## src/rtl/alu_op_sequencer.sv

```systemverilog
// Multicycle control FSM for the 8-bit processor: sequences decode, execute, memory and
// writeback for one accepted instruction and drives the ALU opcode, write strobes and PC update.
module alu_op_sequencer #(
    parameter int MEM_TIMEOUT = 15
) (
    input  logic       clk,
    input  logic       rst,
    input  logic       instr_valid,
    input  logic [7:0] instr,
    output logic       instr_ready,
    output logic [2:0] alu_ctrl,
    input  logic       alu_zero,
    input  logic       alu_slt,
    output logic       reg_write,
    output logic       slt_write,
    output logic       slt_sel,
    output logic       mem_read,
    output logic       mem_write,
    input  logic       mem_ready,
    output logic       pc_inc,
    output logic       pc_load,
    output logic       mem_err,
    output logic       illegal,
    output logic [7:0] retired
);

    typedef enum logic [2:0] {
        S_IDLE,
        S_FETCH,
        S_DECODE,
        S_EXEC,
        S_WB,
        S_BR,
        S_MEM
    } state_t;

    localparam logic [3:0] OP_NOP  = 4'd0;
    localparam logic [3:0] OP_SLT  = 4'd6;
    localparam logic [3:0] OP_BEQ  = 4'd7;
    localparam logic [3:0] OP_BLT  = 4'd8;
    localparam logic [3:0] OP_LW   = 4'd9;
    localparam logic [3:0] OP_SW   = 4'd10;
    localparam logic [3:0] OP_JUMP = 4'd11;

    localparam logic [7:0] WAIT_LAST = 8'(MEM_TIMEOUT - 1);

    state_t     state_q;
    logic [3:0] op_q;
    logic [7:0] wait_q;
    logic [7:0] wait_d;
    logic [7:0] retired_q;
    logic [7:0] retired_d;
    logic       instr_ready_q;
    logic [2:0] alu_ctrl_q;
    logic       reg_write_q;
    logic       slt_write_q;
    logic       slt_sel_q;
    logic       mem_read_q;
    logic       mem_write_q;
    logic       pc_inc_q;
    logic       pc_load_q;
    logic       mem_err_q;
    logic       illegal_q;
    logic       illegal_op;
    logic       unused_instr_bits;

    // Only the opcode and the slt-register select bit steer the sequencer.
    assign unused_instr_bits = ^instr[3:1];

    assign wait_d     = wait_q + 8'd1;
    assign retired_d  = retired_q + 8'd1;
    assign illegal_op = (op_q[3:2] == 2'b11);

    function automatic logic [2:0] alu_code(input logic [3:0] op);
        logic [2:0] code;
        code = 3'b000;
        case (op)
            4'd1, 4'd2:   code = 3'b001;
            4'd3:         code = 3'b010;
            4'd4:         code = 3'b100;
            4'd5:         code = 3'b101;
            4'd6, 4'd8:   code = 3'b011;
            4'd7:         code = 3'b110;
            4'd9, 4'd10:  code = 3'b111;
            default:      code = 3'b000;
        endcase
        return code;
    endfunction

    // Every instruction ends with exactly one pc strobe; the FETCH cycle that carries it
    // keeps instr_ready low so the next handshake opens one cycle after the strobe.
    always_ff @(posedge clk or posedge rst) begin
        if (rst) begin
            state_q       <= S_IDLE;
            op_q          <= 4'd0;
            wait_q        <= 8'd0;
            retired_q     <= 8'd0;
            instr_ready_q <= 1'b0;
            alu_ctrl_q    <= 3'b000;
            reg_write_q   <= 1'b0;
            slt_write_q   <= 1'b0;
            slt_sel_q     <= 1'b0;
            mem_read_q    <= 1'b0;
            mem_write_q   <= 1'b0;
            pc_inc_q      <= 1'b0;
            pc_load_q     <= 1'b0;
            mem_err_q     <= 1'b0;
            illegal_q     <= 1'b0;
        end else begin
            reg_write_q <= 1'b0;
            slt_write_q <= 1'b0;
            pc_inc_q    <= 1'b0;
            pc_load_q   <= 1'b0;
            illegal_q   <= 1'b0;
            case (state_q)
                S_IDLE: begin
                    state_q <= S_FETCH;
                end
                S_FETCH: begin
                    alu_ctrl_q <= 3'b000;
                    if (!instr_ready_q) begin
                        instr_ready_q <= 1'b1;
                    end else if (instr_valid) begin
                        op_q          <= instr[7:4];
                        slt_sel_q     <= instr[0];
                        instr_ready_q <= 1'b0;
                        state_q       <= S_DECODE;
                    end
                end
                S_DECODE: begin
                    if (illegal_op) begin
                        illegal_q <= 1'b1;
                        pc_inc_q  <= 1'b1;
                        state_q   <= S_FETCH;
                    end else if (op_q == OP_NOP) begin
                        pc_inc_q  <= 1'b1;
                        retired_q <= retired_d;
                        state_q   <= S_FETCH;
                    end else if (op_q == OP_JUMP) begin
                        pc_load_q <= 1'b1;
                        retired_q <= retired_d;
                        state_q   <= S_FETCH;
                    end else begin
                        alu_ctrl_q <= alu_code(op_q);
                        state_q    <= S_EXEC;
                    end
                end
                S_EXEC: begin
                    wait_q <= 8'd0;
                    if (op_q == OP_BEQ || op_q == OP_BLT) begin
                        state_q <= S_BR;
                    end else if (op_q == OP_LW) begin
                        mem_read_q <= 1'b1;
                        state_q    <= S_MEM;
                    end else if (op_q == OP_SW) begin
                        mem_write_q <= 1'b1;
                        state_q     <= S_MEM;
                    end else begin
                        state_q <= S_WB;
                    end
                end
                S_WB: begin
                    if (op_q == OP_SLT) begin
                        slt_write_q <= alu_slt;
                    end else begin
                        reg_write_q <= 1'b1;
                    end
                    pc_inc_q   <= 1'b1;
                    retired_q  <= retired_d;
                    alu_ctrl_q <= 3'b000;
                    state_q    <= S_FETCH;
                end
                S_BR: begin
                    pc_load_q  <= alu_zero;
                    pc_inc_q   <= !alu_zero;
                    retired_q  <= retired_d;
                    alu_ctrl_q <= 3'b000;
                    state_q    <= S_FETCH;
                end
                S_MEM: begin
                    // A ready arriving in the last allowed wait cycle still completes the access.
                    if (mem_ready) begin
                        mem_read_q  <= 1'b0;
                        mem_write_q <= 1'b0;
                        if (op_q == OP_LW) begin
                            state_q <= S_WB;
                        end else begin
                            pc_inc_q   <= 1'b1;
                            retired_q  <= retired_d;
                            alu_ctrl_q <= 3'b000;
                            state_q    <= S_FETCH;
                        end
                    end else if (wait_q == WAIT_LAST) begin
                        mem_read_q  <= 1'b0;
                        mem_write_q <= 1'b0;
                        mem_err_q   <= 1'b1;
                        pc_inc_q    <= 1'b1;
                        retired_q   <= retired_d;
                        alu_ctrl_q  <= 3'b000;
                        state_q     <= S_FETCH;
                    end else begin
                        wait_q <= wait_d;
                    end
                end
                default: begin
                    state_q <= S_IDLE;
                end
            endcase
        end
    end

    assign instr_ready = instr_ready_q;
    assign alu_ctrl    = alu_ctrl_q;
    assign reg_write   = reg_write_q;
    assign slt_write   = slt_write_q;
    assign slt_sel     = slt_sel_q;
    assign mem_read    = mem_read_q;
    assign mem_write   = mem_write_q;
    assign pc_inc      = pc_inc_q;
    assign pc_load     = pc_load_q;
    assign mem_err     = mem_err_q;
    assign illegal     = illegal_q;
    assign retired     = retired_q;

endmodule

```

## config.mk

```make
export PLATFORM = sky130hd
export DESIGN_NAME = alu_op_sequencer
export DESIGN_NICKNAME = d
export VERILOG_FILES = /design/src/rtl/alu_op_sequencer.sv
export SDC_FILE = /design/constraint.sdc
export NUM_CORES = 1
export LEC_CHECK = 0
export CAP_MARGIN = 15
export CORE_UTILIZATION = 40
export CTS_CLUSTER_DIAMETER = 30
export DETAILED_ROUTE_END_ITERATION = 16
export PLACE_DENSITY = 0.73
export REMOVE_ABC_BUFFERS = 1
export SLEW_MARGIN = 40
export SYNTH_ARGS = -nofsm -noshare
export SYNTH_HDL_FRONTEND = slang
export SYNTH_SLANG_ARGS = --single-unit
```

## constraint.sdc

```tcl
create_clock -name clk -period 5.4 [get_ports clk]
set_input_delay 0.54 -clock clk [delete_from_list [all_inputs] [get_ports clk]]
set_output_delay 0.54 -clock clk [all_outputs]
set_load 0.02 [all_outputs]
```

### Yosys cells after proc, flatten, opt, wreduce, memory -nomap -nowiden

Memory sizes are Yosys's and may differ from the RTL's.
Index checks and enable logic that the tools add are counted.

| word-level totals | value |
|---|---|
| latch bits | 0 |
| bits in read-only memories | 48 |
| bits in registers | 36 |
| input bits | 14 |
| output and inout port bits | 21 |
| memories kept | 1 |
| logic and storage cells | 121 |
| RAM bits | 0 |

Memory list:

| memory | depth | bits a word | rd ports | clocked after memory_dff | write ports | line | text |
|---|---|---|---|---|---|---|---|
| (no name shown) | 16 | 3 | 1 | 0 | 0 | 77 | `case (op)` |

| operators by class | value |
|---|---|
| shift operators | 0 |
| reduce and logical (&&, ||, !) cells | 18 |
| add/sub/neg operators | 2 |
| multiplexer cells | 56 |
| bitwise logic cells | 1 |
| div/mod/pow operators | 0 |
| $lt $le $gt $ge | 0 |
| $mul | 0 |
| equal/unequal tests | 28 |

Operators with widths:

| cell | number |
|---|---|
| $mux 8 | 8 |
| $mux 3 | 11 |
| $pmux 8 s3 | 1 |
| $mux 1 | 23 |
| $ne 2x2->1 const B | 11 |
| $add 8x1->8 const B | 2 |
| $eq 4x4->1 const B | 4 |
| $pmux 8 s2 | 1 |
| $pmux 3 s5 | 1 |
| $mux 2 | 6 |
| $reduce_and 3->1 | 4 |
| $reduce_and 5->1 | 2 |
| $eq 3x3->1 const B | 3 |
| $ne 3x3->1 const B | 3 |
| $pmux 3 s3 | 1 |
| $eq 4x3->1 const B | 2 |
| $eq 8x4->1 const B | 1 |
| $eq 3x2->1 const B | 2 |
| $pmux 1 s2 | 3 |
| $reduce_and 6->1 | 1 |
| $reduce_bool 3->1 | 2 |
| $reduce_or 3->1 | 2 |
| $logic_not 4->1 | 1 |
| $pmux 1 s4 | 1 |
| 9 further kinds | 9 |

### Depth between registers and ports, before layout

| depth | value |
|---|---|
| depth in word-level cells | 5 |
| mapped depth | 7 |

### Least setup slack after synthesis

No wires, ideal clock.

| timing | value |
|---|---|
| path kind | flip-flop to flip-flop |
| start | register wait_q[0] |
| end | register alu_ctrl_q[0], in the netlist alu_ctrl[0] |
| setup time | 0.125 ns |
| clock period less this slack | 1.911 ns |
| path buffers | 0 |
| data required time | 5.275 ns |
| slack | 3.489 ns |
| cell stages (with the launch flop) | 7 |
| arrival | 1.786 ns |
| path through | dfrtp_1 inv_1 ha_1 nand4b_1 o41a_2 nor2_1 mux2_2 |

| between the ends | value |
|---|---|
| word-level cells in the longest chain between the ends | 3 |

RTL lines:

| item | line | text |
|---|---|---|
| from (decl) | 49 | `logic [7:0] wait_q;` |
| from (signal assigned) | 202 | `wait_q <= wait_d;` |
| $eq 8x4->1 | 193 | `end else if (wait_q == WAIT_LAST) begin` |
| $ne 3x3->1 (no line) | n/a |  |
| $reduce_and 6->1 (no line) | n/a |  |
| to (signal assigned) | 144 | `alu_ctrl_q <= alu_code(op_q);` |
| to (decl) | 54 | `logic [2:0] alu_ctrl_q;` |

Every way passes these cells.
A chain may end at the register's enable or synchronous reset.

### Worst setup path after layout

Ends and elaborated chain as after synthesis.

==> reports/results.ini <==
[outcome]
status=finished clean

[power]
irDropWorstVdd_mv=0.231
seqPwrFrac=0.382
cellLeakagePower_nw=1.02
clockPowerShare=0.145
p_int_uw=727
p_sw_frac=0.419
p_comb_frac=0.473
power_density_nw_per_um2=528
switching_power_uw=525

[route]
wl_mm=3.84
drt_iter0_drc=70
vias_per_cell=5.47
firstDrtPassIters=4
ant_nets=0
vias=1511
drc_errors=0
wl_per_cell_um=13.9

[cells_and_area]
syn_to_final_growth_pct=22.0
final_nets=246
drive_above_1_share=0.103
final_common_cell=dfrtp_1
finish.instance_area_um2=2370
final-seq-area_um2=901
n_antenna_cell=0
layout_common_cells=dfrtp_1, clkdlybuf4s50_1, nor2_1
fillCellCount=449
multi_input_area_um2=976

[min_path]
hp-class=reg -> reg
min_path_cells=1

[clock_network]
cts_max_level=2
postCtsHoldBufs=0
cts_setup_buffers=0
cts-resized-gates=0
clock_path_buffers=2
clockRootBuffer=clkbuf_8
clock_sinks=36
clock_latency_ns=0.29
cts_tree=yes
clkSlewWorstSetupHoldPaths_ns=0.07
cts_inserted_buffers=5

[logic_synthesis]
yosysUniqueCellTypes=46
yosys-mux-area-fraction=0.0341
yosys.area_share.simple=0.223
syn_avg_cell_area_um2=10.2
synth-main-ff-cell=dfrtp_1
yosys.area_share.xor_xnor=0.0496
synth_top_family_by_area=simple AND/OR/NAND/NOR gates
netlist_instances=191
synth-seq-area-share=0.464
synth-seq-cells=36
yosysWarnings=0
async_flop_share=1.00
synthAdderAreaFrac=0.0515
netlist_area_um2=1940
synth_edf_count=0
synth_compound_area_frac=0.144

[placement]
pre_cts_slack_ns=3.09
placed_area_um2=2290
dp_hpwl_mm=2.79
io_buffers=31
gp_congestion=0.866

[timing]
tightestPinTransition_ns=0.541
setup-violations-final=0
final.period_utilization=0.402
finalMaxSlewViolations=0
finalSetupTns_ns=0
rsz0062_at_grt=false
finClkSkew_ns=0.00755
hold_ws_ns=0.460
worst_slack_ns=3.23
relSlewSlack=0.638
hold_viol=0
period_needed_ns=2.17
clock.fmax_ghz=0.461

[floorplanning]
dieArea_um2=5140
start_util=0.431
ios=35
core_um2=4500
die_y_um=71.7
die_x_um=71.7
rows=24

[grt]
grt_pass1_vias=1472
grt_max_degree=37
grt_antenna_before_repair=0
grt_overflow=0
grt_pass1_wl_mm=6.80
grt_usage=0.171

[critical_path]
start_kind=flip-flop
cp.arrival_ns=2.34
crit_path_end_kind=flip-flop
critPathRequiredTime_ns=5.57
crit_type=reg -> reg
reg2reg_depth=6
critPathMaxFanout=7

[flow_run]
cap_violations=0

power by group through the flow:
stage	clock (mW)	sequential [mW]	combinational, mW
global route	0.198	0.497	0.653
detailed placement	0	0.482	0.593
CTS	0.187	0.478	0.598
finish	0.182	0.478	0.593
floorplan	0	0.523	0.341
global placement	0	0.479	0.586
metrics by stage:
stage / cells / total power [mW] / util
global placement: 269 / 1.07 / 0.509
finish: 276 / 1.25 / 0.526
global route: 276 / 1.35 / 0.526
floorplan: 185 / 0.864 / -
detailed placement: 269 / 1.07 / 0.509
CTS: 276 / 1.26 / 0.526
worst max-delay path, stage by stage (launching register included):
cell	delay [ns]
dfrtp_1	0.46
inv_1	0.09
ha_1	0.14
nand4b_1	0.20
o41a_2	0.51
nor2_1	0.29
mux2_2	0.37
worst paths after layout:
| check | from | endpoint | slack (ns) |
|---|---|---|---|
| worst max-delay path | wait_q[0]$_DFFE_PP0P_ | alu_ctrl[0]$_DFFE_PP0P_ | 3.23 |
| worst min-delay path | mem_err$_DFFE_PP0P_ | mem_err$_DFFE_PP0P_ | 0.46 |
| worst max register to register | wait_q[0]$_DFFE_PP0P_ | alu_ctrl[0]$_DFFE_PP0P_ | 3.23 |
| worst min register to register | mem_err$_DFFE_PP0P_ | mem_err$_DFFE_PP0P_ | 0.46 |
| max in group asynchronous | rst | alu_ctrl[0]$_DFFE_PP0P_ | 4.43 |
| min in group asynchronous | rst | retired[7]$_DFFE_PP0P_ | 0.65 |
state kept, by name, indices dropped and copies added, names as in the netlist:
register,cells
pc_inc,1
mem_read,1
alu_ctrl,3
instr_ready,1
pc_load,1
slt_sel,1
retired,8
mem_write,1
op_q,4
illegal,1
reg_write,1
state_q,3
mem_err,1
slt_write,1
wait_q,8
layer usage:
metal / up-vias / track usage / share of wire
li1: 742 / - / -
met1: 733 / 0.217 / 0.47
met2: 30 / 0.274 / 0.48
met3: 6 / 0.0563 / 0.041
met4: 0 / 0.0588 / 0.012
met5: - / 0 / 0
cell usage after synthesis, types with 2 or more instances:
| cell type | n | area share |
|---|---|---|
| nor3_1 | 4 | 0.010 |
| dfrtp_1 | 36 | 0.46 |
| a21oi_1 | 7 | 0.018 |
| xnor2_1 | 2 | 0.0090 |
| nand2_1 | 13 | 0.025 |
| o21ai_0 | 11 | 0.028 |
| o22ai_1 | 3 | 0.0097 |
| nand4_1 | 7 | 0.023 |
| nand2b_1 | 8 | 0.026 |
| o21a_1 | 2 | 0.0077 |
| nor2_1 | 18 | 0.035 |
| o211ai_1 | 2 | 0.0077 |
| nand3_1 | 7 | 0.018 |
| nor2b_1 | 3 | 0.0097 |
| xor2_1 | 9 | 0.041 |
| buf_2 | 2 | 0.0052 |
| a21o_1 | 2 | 0.0077 |
| inv_1 | 9 | 0.017 |
| clkbuf_1 | 3 | 0.0058 |
| ha_1 | 8 | 0.052 |
| mux2_2 | 5 | 0.029 |
| nor3_2 | 4 | 0.021 |
| and3_1 | 3 | 0.0097 |
area by class of cell:
cell class,instances,area share
repair buffers,32,0.134
well taps,52,0.0274
flip-flops and latches,36,0.380
multi-input cells,140,0.412
clock inverters,1,0.00211
inverters,9,0.0142
clock buffers,6,0.0306
cell families (layout without fill, tap and decap cells):
logic type                 count (synthesis)  after routing
AOI/OAI and AO/OA                         38             38
xor gates and xnor gates                  11             11
adders and majority gates                  8              8
buffers and inverters                     15             48
DFF                                       36             36
muxes                                      6              6
and+or+nand+nor                           77             77
Power figures use the tool's default switching activity.
